$ cat config.mk
export PLATFORM = sky130hd
export DESIGN_NAME = fetch_queue
export DESIGN_NICKNAME = d
export VERILOG_FILES = /design/src/rtl/fetch_queue.sv
export SDC_FILE = /design/constraint.sdc
export NUM_CORES = 1
export LEC_CHECK = 0
export ABC_CLOCK_PERIOD_IN_PS = 9100
export CORE_ASPECT_RATIO = 1.5
export CORE_UTILIZATION = 35
export CTS_BUF_LIST = sky130_fd_sc_hd__clkbuf_2
export DETAILED_ROUTE_END_ITERATION = 10
export SLEW_MARGIN = 0
export SYNTH_ARGS = -nofsm -noshare
export SYNTH_HDL_FRONTEND = slang
export SYNTH_SLANG_ARGS = --single-unit
$ cat constraint.sdc
create_clock -name clk -period 9.1 [get_ports clk]
set_clock_uncertainty 0.1 [all_clocks]
set_input_delay 2.73 -clock clk [delete_from_list [all_inputs] [get_ports clk]]
set_output_delay 2.73 -clock clk [all_outputs]
set_load 0.03 [all_outputs]
$ cat src/rtl/fetch_queue.sv
// Instruction-fetch stage: owns the fetch PC, issues pipelined requests to a
// variable-latency in-order memory and buffers returned words for decode.
module fetch_queue #(
  parameter int unsigned       DATA_W     = 16,
  parameter int unsigned       ADDR_W     = 16,
  parameter int unsigned       DEPTH      = 4,
  parameter logic [ADDR_W-1:0] RESET_PC   = '0,
  parameter logic [3:0]        HLT_OPCODE = 4'hF
) (
  input  logic              clk,
  input  logic              rst,
  output logic              imem_req,
  output logic [ADDR_W-1:0] imem_addr,
  input  logic              imem_gnt,
  input  logic              imem_rvalid,
  input  logic [DATA_W-1:0] imem_rdata,
  input  logic              redirect,
  input  logic [ADDR_W-1:0] redirect_pc,
  input  logic              deq_ready,
  output logic              inst_valid,
  output logic [DATA_W-1:0] inst,
  output logic [ADDR_W-1:0] inst_pc,
  output logic [ADDR_W-1:0] pc,
  output logic              hlt
);

  localparam int unsigned PW      = (DEPTH > 1) ? $clog2(DEPTH) : 1;
  localparam int unsigned CW      = $clog2(DEPTH + 1);
  localparam logic [CW:0] DEPTH_C = (CW + 1)'(DEPTH);

  logic [ADDR_W-1:0] fetch_pc_q, fetch_pc_d;
  logic [DATA_W-1:0] q_inst_q [DEPTH];
  logic [DATA_W-1:0] q_inst_d [DEPTH];
  logic [ADDR_W-1:0] q_pc_q   [DEPTH];
  logic [ADDR_W-1:0] q_pc_d   [DEPTH];
  logic [PW-1:0]     rd_ptr_q, rd_ptr_d;
  logic [PW-1:0]     wr_ptr_q, wr_ptr_d;
  logic [CW-1:0]     count_q, count_d;
  logic [CW-1:0]     outstanding_q, outstanding_d;
  logic [CW-1:0]     drop_cnt_q, drop_cnt_d;
  logic [ADDR_W-1:0] pcf_q    [DEPTH];
  logic [ADDR_W-1:0] pcf_d    [DEPTH];
  logic [PW-1:0]     pcf_rd_q, pcf_rd_d;
  logic [PW-1:0]     pcf_wr_q, pcf_wr_d;
  logic              halted_q, halted_d;
  logic              hlt_q, hlt_d;

  logic              grant;
  logic              deq;
  logic              keep_rsp;
  logic [ADDR_W-1:0] rsp_pc;
  logic [CW:0]       credit_used;

  // Queued plus in-flight words never exceed DEPTH, so a response always has a slot.
  assign credit_used = {1'b0, count_q} + {1'b0, outstanding_q};
  assign imem_req    = !rst && !halted_q && !redirect && (credit_used < DEPTH_C);
  assign imem_addr   = fetch_pc_q;
  assign inst_valid  = (count_q != '0);
  assign inst        = q_inst_q[rd_ptr_q];
  assign inst_pc     = q_pc_q[rd_ptr_q];
  assign pc          = fetch_pc_q;
  assign hlt         = hlt_q;

  assign grant    = imem_req && imem_gnt;
  assign deq      = inst_valid && deq_ready && !redirect;
  assign rsp_pc   = pcf_q[pcf_rd_q];
  assign keep_rsp = imem_rvalid && !redirect && (drop_cnt_q == '0);

  always_comb begin
    fetch_pc_d    = fetch_pc_q;
    q_inst_d      = q_inst_q;
    q_pc_d        = q_pc_q;
    rd_ptr_d      = rd_ptr_q;
    wr_ptr_d      = wr_ptr_q;
    count_d       = count_q;
    outstanding_d = outstanding_q;
    drop_cnt_d    = drop_cnt_q;
    pcf_d         = pcf_q;
    pcf_rd_d      = pcf_rd_q;
    pcf_wr_d      = pcf_wr_q;
    halted_d      = halted_q;
    hlt_d         = hlt_q;

    // Issued-address FIFO tracks every response, including ones being dropped.
    if (grant) begin
      pcf_d[pcf_wr_q] = fetch_pc_q;
      pcf_wr_d        = pcf_wr_q + PW'(1);
      fetch_pc_d      = fetch_pc_q + ADDR_W'(2);
    end
    if (imem_rvalid) begin
      pcf_rd_d = pcf_rd_q + PW'(1);
    end

    unique case ({grant, imem_rvalid})
      2'b10:   outstanding_d = outstanding_q + CW'(1);
      2'b01:   outstanding_d = outstanding_q - CW'(1);
      default: outstanding_d = outstanding_q;
    endcase

    if (redirect) begin
      rd_ptr_d   = '0;
      wr_ptr_d   = '0;
      count_d    = '0;
      fetch_pc_d = redirect_pc;
      halted_d   = 1'b0;
      hlt_d      = 1'b0;
      drop_cnt_d = outstanding_q - CW'(imem_rvalid);
    end else begin
      if (imem_rvalid && (drop_cnt_q != '0)) begin
        drop_cnt_d = drop_cnt_q - CW'(1);
      end
      if (keep_rsp) begin
        q_inst_d[wr_ptr_q] = imem_rdata;
        q_pc_d[wr_ptr_q]   = rsp_pc;
        wr_ptr_d           = wr_ptr_q + PW'(1);
        if (imem_rdata[DATA_W-1 -: 4] == HLT_OPCODE) begin
          halted_d = 1'b1;
        end
      end
      if (deq) begin
        rd_ptr_d = rd_ptr_q + PW'(1);
        if (inst[DATA_W-1 -: 4] == HLT_OPCODE) begin
          hlt_d = 1'b1;
        end
      end
      unique case ({keep_rsp, deq})
        2'b10:   count_d = count_q + CW'(1);
        2'b01:   count_d = count_q - CW'(1);
        default: count_d = count_q;
      endcase
    end
  end

  always_ff @(posedge clk or posedge rst) begin
    if (rst) begin
      fetch_pc_q    <= RESET_PC;
      q_inst_q      <= '{default: '0};
      q_pc_q        <= '{default: '0};
      rd_ptr_q      <= '0;
      wr_ptr_q      <= '0;
      count_q       <= '0;
      outstanding_q <= '0;
      drop_cnt_q    <= '0;
      pcf_q         <= '{default: '0};
      pcf_rd_q      <= '0;
      pcf_wr_q      <= '0;
      halted_q      <= 1'b0;
      hlt_q         <= 1'b0;
    end else begin
      fetch_pc_q    <= fetch_pc_d;
      q_inst_q      <= q_inst_d;
      q_pc_q        <= q_pc_d;
      rd_ptr_q      <= rd_ptr_d;
      wr_ptr_q      <= wr_ptr_d;
      count_q       <= count_d;
      outstanding_q <= outstanding_d;
      drop_cnt_q    <= drop_cnt_d;
      pcf_q         <= pcf_d;
      pcf_rd_q      <= pcf_rd_d;
      pcf_wr_q      <= pcf_wr_d;
      halted_q      <= halted_d;
      hlt_q         <= hlt_d;
    end
  end

  // A response with nothing in flight means the memory broke the protocol.
  assert property (@(posedge clk) disable iff (rst) imem_rvalid |-> (outstanding_q != '0));

endmodule

# == Yosys cells after proc, flatten, opt, wreduce, memory -nomap -nowiden ==
# Index checks and enable logic that the tools add are counted.
# classes
muxes,33
reduce_logical,28
magnitude_cmp,7
add_sub_neg,12
n_eq_ne,6
bitwise_logic,5
# ops
op,n
bitwise mux 64 bit,3
2-to-1 mux 16 bit,10
binary-select mux 16 bit (select 2 bit),3
demux 16 bit (select 2 bit),2
adder 16 x 2 -> 16 bit (second input constant),1
nonzero test 2 bit,7
greater-or-equal comparator 3 bit (second input constant),4
inverter 2 -> 3 bit,4
case mux 3 bit (2 select lines),2
logical AND 1 bit,11
2-to-1 mux 3 bit,3
nonzero test 3 bit,3
subtractor 3 x 1 -> 3 bit (second input constant),3
adder 2 x 1 -> 2 bit (second input constant),4
== test 4 bit (second input constant),2
2-to-1 mux 2 bit,4
adder 3 x 1 -> 3 bit (second input constant),2
less-than comparator 3 x 1 -> 1 bit (second input constant),2
2-to-1 mux 1 bit,6
AND reduction 2 bit,3
adder 3 x 3 -> 4 bit,1
== test 2 x 1 -> 1 bit (second input constant),2
== test 2 bit (second input constant),2
less-than comparator 4 x 3 -> 1 bit (second input constant),1
other kinds (4),6
# totals
word_cells,113
output_inout_bits,67
in_bits,38
register_bits,227

# == Logic depth before layout (Yosys ltp) ==
# depth
depth_word,8
ltp_mapped,11
depth_no_buf,9

# == Worst setup path after synthesis ==
# No wires, ideal clock.
# synth_timing
path_type,input port to output port
from,input port rst
to,output port imem_req
path_buffers,0
stages,2
required_ns,6.270
setup_slack_ns,2.862
arrival_ns,3.408
path_cell_list,nor4_4 > and3_1
# synth_via
elab_chain_cells,4
# synth_rtl
item,line,text
"start, declared",11,"input logic rst,"
logical NOT 1 bit (no source line),--,
logical AND 1 bit (3 in a row),56,assign imem_req = !rst && !halted_q && !redirect && (credit_used < DEPTH_C);
"end, declared",12,"output logic imem_req,"
# No other way between the ends.

# == Worst setup path after layout ==
# Ends and elaborated chain as after synthesis.

==> out/results.ini <==
[run_status]
outcome = finished, final reports clean

[sta]
finalCriticalPeriod_ps = 7365
final.setup.tns_ps = 0
relSlewSlack_pct = 41.74
hold_viol = 0
final-setup-viol-count = 0
slew_viol_final = 0
period_share_pct = 80.93
rsz0062_at_grt = false
setup_ws_ps = 1735
worstMarginPinSlew_ps = 873.9
timing.fmax_ghz = 0.1358

[critical_path]
required_ps = 6270
path_class = in2out
cp.arrival_ps = 4530
crit_fanout = 5
cp-end-kind = output port
startpoint_type = input port

[pwr]
ir_drop_mv = 0.08793
p_leak_nw = 5.658
cellPowerDensity_nw_per_um2 = 267.7

[final_layout]
layout-drive-gt1-share_pct = 40.80
final_cells = 1244
stdcell_area_um2 = 12210
area_growth_pct = 16.59
nFillCells = 2845
final_nets = 874

[global_routing]
overflow = 0
antenna_found_initial = 1
grt_pass1_vias = 6549
grt_max_degree = 97
grt_pass1_wl_um = 35850
grtUsageTotal_pct = 15.45

[clock_network]
h-tree-depth = 2
cts_setup_buffers = 0
clock_sinks = 227
clk_transition_reported_paths_ps = 90
postCtsHoldBufs = 0
clkLatencyLatePin_ps = 850
cts_resized = 0
cts_tree = yes
clock-root-buffer = clkbuf_2
clock_tree.buffer_depth = 3
cts_made_buffers = 55

[synthesis]
yosys-top-cells-area = dfrtp_1 54%, mux2_2 21%, mux4_2 10%, ha_1 1.9%, buf_4 1.2%
synthArstFlopShare_pct = 100.0
synth_top_cells_by_count = 227 x dfrtp_1, 196 x mux2_2, 48 x mux4_2
synth_edf_count = 0
yosysTopAreaCell = dfrtp_1
ys_types = 46
synthDominantCellAreaShare_pct = 54.26
ys_warn_count = 0
yosysSeqAreaShare_pct = 54.26
ys_ff_latch = 227
yosysMostFrequentCell = dfrtp_1
synth_ff_type = dfrtp_1
synth_fp_nets = 762
syn_area_um2 = 10470
synth_area_per_cell_um2 = 14.83
postSynthCellCount = 706

[worst_hold_path]
worst_hold_path_type = reg2reg

[floorplanning]
dieArea_um2 = 30620
coreArea_um2 = 29480
start_util_pct = 35.51
num_io_pins = 105
fp.dieW_um = 143.2
rows = 77
die_h_um = 213.8

[place]
dpl_worst_slack_ps = 1727
place_inst = 1156
dp_hpwl_um = 14150
portBuffers = 104
placed_cell_area_um2 = 11770
gp_congestion = 0.7347

[flow_run]
cap_violations = 0

[route]
first_pass_iters = 4
num_vias = 6182
drt_wl_total_um = 22500
postRouteAntennaNets = 0
remaining_drc_errors = 0
wl_per_cell_um = 18.09
viasPerCell = 4.969
first_iter_violations = 218

-- routing by layer --
layer  vias to the layer above  track usage, %  share of wire, %
met2                       159           27.97                53
met1                      3165           17.70                40
met5                         -               0                 0
met3                        40           3.283               4.7
li1                       2818               -                 -
met4                         0           5.979               2.4
-- stage by stage --
stage | utilization (%) | total power, mW | hold slack (ps)
finish | 41.40 | 3.267 | 404.9
floorplan | - | 2.312 | 366.9
global placement | 39.94 | 2.670 | 381.7
detailed placement | 39.94 | 2.696 | 388.1
global route | 41.40 | 3.489 | 417.1
CTS | 41.39 | 3.334 | 409.4
-- final cells by class --
type | count | area, µm² | share of cell area, %
clock inverter | 6 | 23.77 | 0.1948
tap | 395 | 494.2 | 4.049
timing repair buffer | 114 | 1116 | 9.144
inverter | 17 | 73.82 | 0.6048
antenna | 1 | 2.502 | 0.02050
clock buffer | 81 | 405.4 | 3.321
sequential | 227 | 5682 | 46.55
multi-input combinational | 403 | 4408 | 36.11
-- layout by cell type, fill, tap and decap left out, types with 6 or more instances in the layout --
cell type,netlist,final
xnor2_1,8,8
nor2_1,21,21
mux4_2,48,48
clkdlybuf4s50_1,0,104
o21ai_0,12,12
nand3_1,6,6
ha_1,16,16
mux2_2,196,196
buf_4,17,10
nand2_1,19,19
dfrtp_1,227,226
inv_1,16,15
nand4_1,6,6
and4_1,6,6
clkbuf_2,0,81
-- cells by family (layout without fill, tap and decap cells) --
logic type | count (synthesis) | count (layout) | synth area share, %
AOI/OAI and AO/OA | 40 | 40 | 2.618
xor gates and xnor gates | 13 | 13 | 1.088
adders and majority gates | 18 | 18 | 2.295
buffers and inverters | 76 | 218 | 3.633
DFF | 227 | 227 | 54.26
muxes | 247 | 247 | 31.70
other | 0 | 1 | 0
and+or+nand+nor | 85 | 85 | 4.410
-- critical path, stage by stage --
cell and delay, ps:
clkdlybuf4s50_1 540, nor4_4 390, and3_1 210, clkdlybuf4s50_1 660
-- registers in the layout (all words and copies together) (netlist names) --
register and cells:
count_q 3, drop_cnt_q 3, halted_q 1, hlt 1, imem_addr 16, outstanding_q 3
pcf_q 64, pcf_rd_q 2, pcf_wr_q 2, q_inst_q 64, q_pc_q 64, rd_ptr_q 2
wr_ptr_q 2
-- power by group --
group          internal, mW  switching (mW)
clock                 0.231           0.388
sequential             1.28           0.197
combinational         0.623           0.551
-- final timing paths --
| kind | startpoint | end | slack, ps | depth (start not counted) |
|---|---|---|---|---|
| max reg2reg | count_q[2] | outstanding_q[2] | 5930 | 9 |
| max in group asynchronous | rst | q_inst_q[43] | 5170 | 3 |
| min reg2reg | q_pc_q[19] | q_pc_q[19] | 400 | 1 |
| min in group asynchronous | rst | outstanding_q[0] | 2330 | 2 |
| min | q_pc_q[19] | q_pc_q[19] | 400 | 1 |
| max | rst | imem_req | 1740 | 4 |
(Power assumes the default switching activity.)
